File: src/rtl/pulse_window_ctrl.sv
// Gated pulse counter: on start, counts rising edges of the debounced input over a
// fixed GATE_CYCLES window and publishes the result with a one-cycle done strobe.
// Define PULSE_WINDOW_SAT_EN to make the working counter saturate instead of wrap.
module pulse_window_ctrl #(
    parameter int CNT_W       = 16,
    parameter int GATE_CYCLES = 1000000
) (
    input  logic             clock,
    input  logic             reset,
    input  logic             clean,
    input  logic             start,
    input  logic             abort,
    output logic             busy,
    output logic             done,
    output logic [CNT_W-1:0] count,
    output logic             overflow
);

    localparam int GATE_W = $clog2(GATE_CYCLES + 1);

    typedef enum logic [1:0] {
        IDLE,
        ARM,
        COUNT,
        DONE
    } state_t;

    state_t             state;
    state_t             state_nxt;
    logic               prev;
    logic [GATE_W-1:0]  timer;
    logic [CNT_W-1:0]   work_cnt;
    logic [CNT_W-1:0]   cnt_nxt;
    logic               work_ovf;
    logic               ovf_nxt;
    logic               rise;

    always_ff @(posedge clock) begin
        if (reset) begin
            state <= IDLE;
        end else begin
            state <= state_nxt;
        end
    end

    // Abort wins over the timer expiring, so an aborted window never publishes.
    always_comb begin
        state_nxt = state;
        case (state)
            IDLE:    if (start && !abort) state_nxt = ARM;
            ARM:     state_nxt = abort ? IDLE : COUNT;
            COUNT: begin
                if (abort) begin
                    state_nxt = IDLE;
                end else if (timer == '0) begin
                    state_nxt = DONE;
                end
            end
            DONE:    state_nxt = IDLE;
            default: state_nxt = IDLE;
        endcase
    end

    always_comb begin
        rise    = clean & ~prev;
        cnt_nxt = work_cnt;
        ovf_nxt = work_ovf;
        if (rise) begin
            if (&work_cnt) begin
                ovf_nxt = 1'b1;
`ifdef PULSE_WINDOW_SAT_EN
                cnt_nxt = work_cnt;
`else
                cnt_nxt = '0;
`endif
            end else begin
                cnt_nxt = work_cnt + CNT_W'(1);
            end
        end
    end

    // Results are taken from the next-value logic so an edge in the final counted
    // cycle lands in the published count.
    always_ff @(posedge clock) begin
        if (reset) begin
            busy     <= 1'b0;
            done     <= 1'b0;
            count    <= '0;
            overflow <= 1'b0;
            prev     <= 1'b0;
            timer    <= '0;
            work_cnt <= '0;
            work_ovf <= 1'b0;
        end else begin
            busy <= (state_nxt == COUNT);
            done <= (state_nxt == DONE);
            case (state)
                ARM: begin
                    work_cnt <= '0;
                    work_ovf <= 1'b0;
                    timer    <= GATE_W'(GATE_CYCLES - 1);
                    prev     <= clean;
                end
                COUNT: begin
                    prev     <= clean;
                    work_cnt <= cnt_nxt;
                    work_ovf <= ovf_nxt;
                    if (timer != '0) begin
                        timer <= timer - GATE_W'(1);
                    end
                    if (state_nxt == DONE) begin
                        count    <= cnt_nxt;
                        overflow <= ovf_nxt;
                    end
                end
                default: begin
                end
            endcase
        end
    end

endmodule

File: config.mk
export PLATFORM = sky130hd
export DESIGN_NAME = pulse_window_ctrl
export DESIGN_NICKNAME = d
export VERILOG_FILES = /design/src/rtl/pulse_window_ctrl.sv
export SDC_FILE = /design/constraint.sdc
export NUM_CORES = 1
export LEC_CHECK = 0
export CELL_PAD_IN_SITES_DETAIL_PLACEMENT = 0
export CELL_PAD_IN_SITES_GLOBAL_PLACEMENT = 1
export CORE_UTILIZATION = 45
export DETAILED_ROUTE_END_ITERATION = 6
export GPL_TIMING_DRIVEN = 0
export PLACE_DENSITY = 0.92
export SLEW_MARGIN = 15
export SYNTH_ARGS = -nofsm -noshare
export SYNTH_HDL_FRONTEND = slang
export SYNTH_SLANG_ARGS = --single-unit
File: constraint.sdc
create_clock -name clock -period 5.83 [get_ports clock]
set_input_delay 1.166 -clock clock [delete_from_list [all_inputs] [get_ports clock]]
set_output_delay 1.166 -clock clock [all_outputs]
set_load 0.01 [all_outputs]
# Yosys cells after proc, flatten, opt, wreduce, memory -nomap -nowiden
# Index checks and enable logic that the tools add are counted.
[word_totals]
elab_cells = 42
input_bits = 5
reg_bits = 59
output_inout_bits = 19
[classes]
muxes = 13
bitwise = 2
addsub = 2
reduce_logical = 10
eq_ne = 6
[op_table]
columns = ["cell", "count"]
rows = [
  ["case mux 20 bit (2 select lines)", 1],
  ["2-to-1 mux 16 bit", 2],
  ["case mux 16 bit (2 select lines)", 1],
  ["logical NOT 20 bit", 1],
  ["2-to-1 mux 20 bit", 1],
  ["nonzero test 20 bit", 1],
  ["subtractor 20 x 1 -> 20 bit, second input constant", 1],
  ["adder 16 x 1 -> 16 bit, second input constant", 1],
  ["AND reduction 16 bit", 1],
  ["== test 2 bit, second input constant", 4],
  ["2-to-1 mux 2 bit", 4],
  ["case mux 2 bit (4 select lines)", 1],
  ["AND reduction 2 bit", 2],
  ["== test 2 x 1 -> 1 bit, second input constant", 1],
  ["logical NOT 2 bit", 1],
  ["2-to-1 mux 1 bit", 2],
  ["inequality test 2 bit, second input constant", 1],
  ["case mux 1 bit (2 select lines)", 1],
  ["nonzero test 2 bit", 1],
  ["OR reduction 2 bit", 1],
  ["AND 1 bit", 1],
  ["logical AND 1 bit", 1],
  ["logical NOT 1 bit", 1],
  ["inverter 1 bit", 1],
]

# Depth between registers and ports, before layout
[logic_depth]
ltp_word = 6
mapped_depth = 9
mapped_depth_nobuf = 7

# Worst setup path before layout
# OpenSTA, ideal clock, no wires.
[synth_timing]
kind = "input to register"
from = "input clean"
to = "register work_cnt[13]"
setup_ns = 0.128
t_arrival_ns = 2.509
cell_stages = 6
path_buffers = 1
required_time_ns = 5.702
path_slack_ns = 3.193
cell_sequence = "nand3b_1 nor3_1 nand2_1 clkbuf_1 a32oi_1 nor2_1"
[synth_between]
elab_chain_len = 3
[synth_lines]
columns = ["item", "line", "source"]
rows = [
  ["start: declaration", "10", "input logic clean,"],
  ["AND 1 bit", "65", "rise = clean & ~prev;"],
  ["2-to-1 mux 16 bit", "68", "if (rise) begin"],
  ["case mux 16 bit (2 select lines)", "97", "case (state)"],
  ["end signal: assignment", "106", "work_cnt <= cnt_nxt;"],
  ["end: declaration", "32", "logic [CNT_W-1:0] work_cnt;"],
]
# Every way passes these cells.
# A chain may end at the register's enable or synchronous reset.

# Worst setup path after layout
# Ends and elaborated chain as after synthesis.

==> results.json <==
{
  "status": "completed",
  "post_dp_cell_area_sq_mm": 0.003364,
  "finalCritPeriodShare_pct": 57.46,
  "cp-end-kind": "flip-flop",
  "die_h_um": 84.17,
  "crit_buf_inv": 2,
  "core_sq_mm": 0.006422,
  "max_freq_ghz": 0.2985,
  "setup_viol": 0,
  "grt_pass1_wl_um": 12910,
  "synth.distinct_cells": 50,
  "min_delay_path_depth": 2,
  "grtUsageTotal_pct": 23.11,
  "critPathLaunchType": "primary input",
  "power_density_mw_per_mm2": 244.7,
  "cp.arrival_ns": 3.56,
  "hold_class": "flip-flop to flip-flop",
  "leakagePower_nw": 1.146,
  "rsz0062_at_grt": "false",
  "report.final.slew_viol_count": 0,
  "required_ns": 6.04,
  "cts-root-buf": "clkbuf_8",
  "layout-drive-gt1-share_pct": 7.232,
  "antenna_found_initial": 0,
  "synth_cells": 363,
  "criticalPathCategory": "primary input to flip-flop",
  "die_w_um": 84.17,
  "ys_seq_elements": 59,
  "clk_pin_slew_ns": 0.07,
  "synth_edf_count": 0,
  "drtPass1Iterations": 5,
  "initial_utilization_pct": 47.30,
  "hold_buffers": 0,
  "ys_seq_area_share_pct": 38.88,
  "ff2ff_path_depth": 8,
  "final.setup.tns_ns": 0,
  "via_per_inst": 5.971,
  "syn_area_per_cell_sq_um": 8.369,
  "path_depth": 7,
  "ir_worst_vdd_mv": 0.1294,
  "rows": 29,
  "ys.flop_type": "dfxtp_1",
  "fin_worst_skew_ns": 0.009160,
  "post_cts_buffers": 0,
  "yosysTopAreaCellShare_pct": 38.88,
  "cts_tree": "built",
  "clkLatencyLatePin_ns": 0.34,
  "yosys_warnings": 0,
  "synthTopCellsByCount": "59 x dfxtp_1, 40 x nor2_1, 31 x a21oi_1",
  "port_buffers": 23,
  "mappedNetlistNets": 373,
  "ioPinCount": 24,
  "final_hold_viol_count": 0,
  "synth_area_sq_mm": 0.003038,
  "dp_cells": 463,
  "grt_max_degree": 11,
  "finalCriticalPeriod_ns": 3.350,
  "grt_pass1_vias": 2659,
  "overflow": 0,
  "critPathSlowestCell": "nor3_1",
  "drt_wl_total_um": 7742,
  "cts_max_level": 3,
  "ant_nets": 0,
  "clock_sinks": 59,
  "drt_iter0_drc": 216,
  "diodes": 0,
  "slowest_delay_ns": 0.67,
  "die_area_sq_mm": 0.007084,
  "cts_buffer_depth": 2,
  "crit_path_max_fanout": 10,
  "critical-path-top-delay-family": "simple AND/OR/NAND/NOR gates",
  "n_fill_cell": 626,
  "wire_per_inst_um": 16.20,
  "layout.cells.non_filler": 478,
  "nets": 407,
  "area_growth_pct": 16.02,
  "hpwl_um": 5440,
  "vias": 2854,
  "ctsResizeCount": 0,
  "final_area_sq_mm": 0.003525,
  "synth_area_leaders": "dfxtp_1 39%, a21oi_1 5.1%, nor2_1 4.9%",
  "async_flop_share_pct": 0,
  "yosysMostFrequentCell": "dfxtp_1",
  "crit_chain": "clkdlybuf4s50_1 > nand3b_1 > nor3_1 > nand2_1 > clkbuf_1 > a32oi_1 > nor2_1",
  "synth_top_area_cell": "dfxtp_1",
  "max_slew_margin_pct": 23.18,
  "drv_cap": 0,
  "drcViolationCount": 0,
  "worstMarginPinSlew_ns": 1.148,
  "gp_congestion": 0.8277,
  "total_power_mw": 0.8625,
  "numCtsBuffers": 9
}
==> cells in the final DEF (no fill, tap or decap), types with 2 or more instances in the layout <==
| master | instances |
|---|---|
| clkbuf_1 | 20 |
| nor4_1 | 9 |
| xor2_1 | 17 |
| o211ai_1 | 8 |
| a32oi_1 | 4 |
| nor3_1 | 20 |
| nor2_1 | 40 |
| clkdlybuf4s50_1 | 23 |
| a311oi_1 | 2 |
| a21oi_1 | 31 |
| inv_1 | 14 |
| a211oi_2 | 2 |
| clkinv_2 | 3 |
| clkbuf_8 | 10 |
| a211oi_1 | 6 |
| nor2b_1 | 3 |
| nand2_1 | 20 |
| a21oi_2 | 2 |
| xnor2_1 | 11 |
| a22oi_1 | 7 |
| o2111ai_1 | 5 |
| nand3_1 | 6 |
| or4_4 | 2 |
| o32ai_1 | 3 |
| dfxtp_1 | 59 |
| o21ai_0 | 16 |
| mux2i_1 | 3 |
| ha_1 | 5 |
| nor3b_1 | 2 |
| a31oi_1 | 5 |
| nand4_1 | 17 |
| or4_1 | 5 |
==> cells by family after synthesis <==
logic type | after synthesis | share of synthesized area [%]
DFF | 59 | 38.88
xor gates and xnor gates | 28 | 8.072
buffers and inverters | 38 | 5.024
adders and majority gates | 5 | 2.059
AOI/OAI and AO/OA | 97 | 21.71
muxes | 4 | 1.359
and+or+nand+nor | 132 | 22.90
==> stage by stage <==
step / hold WS [ns] / setup WS (ns) / util, %
3_5_place_dp: 0.4685 / 2.186 / 52.39
3_3_place_gp: 0.4628 / 2.147 / 52.39
4_1_cts: 0.4802 / 2.547 / 54.88
5_1_grt: 0.5059 / 2.274 / 54.88
2_1_floorplan: 0.4496 / 3.193 / -
6_report: 0.4776 / 2.480 / 54.88
==> power breakdown <==
part	internal [mW]	switching (mW)
Sequential	0.416	0.0129
Combinational	0.0413	0.0756
Clock	0.161	0.155
Total	0.619	0.244
==> path summary, 6_finish.rpt <==
path                          endpoint             startpoint  slack (ns)
max          work_cnt[13]$_SDFFE_PP0P_                  clean        2.48
min              count[3]$_SDFFE_PP0P_  count[3]$_SDFFE_PP0P_        0.48
max reg2reg      overflow$_SDFFE_PP0P_    state[0]$_SDFF_PP0_        3.13
min reg2reg      count[3]$_SDFFE_PP0P_  count[3]$_SDFFE_PP0P_        0.48
==> cell type report <==
cell class / count / area (sq um) / share of cell area (%)
flip-flops and latches: 59 / 1181 / 33.51
repair buffers: 23 / 230.2 / 6.532
multi-input cells: 266 / 1704 / 48.35
plain buffers: 22 / 92.59 / 2.627
well taps: 77 / 96.34 / 2.733
inverters: 16 / 60.06 / 1.704
clock inverters: 3 / 15.01 / 0.4260
clock buffers: 12 / 145.1 / 4.118
==> per-layer routing <==
layer	track usage, %	wire, um	vias up
li1	-	-	1411
met1	31.68	3715	1341
met2	35.32	3494	95
met3	3.933	441	7
met4	11.29	90	0
met5	0	0	-
==> worst register-to-register path, stage by stage (launching register included) <==
cell	delay, ns
dfxtp_1	0.37
inv_1	0.07
ha_1	0.19
clkbuf_1	0.21
a22oi_1	0.20
o21ai_0	0.24
a2bb2oi_1	0.93
nor2_8	0.10
a311oi_1	0.31
==> registers in the layout, summed over array words and instances (netlist names) <==
name	count
work_ovf	1
busy	1
done	1
work_cnt	16
prev	1
state	2
overflow	1
timer	20
count	16
Note: power is estimated with default switching activity, not from simulation.
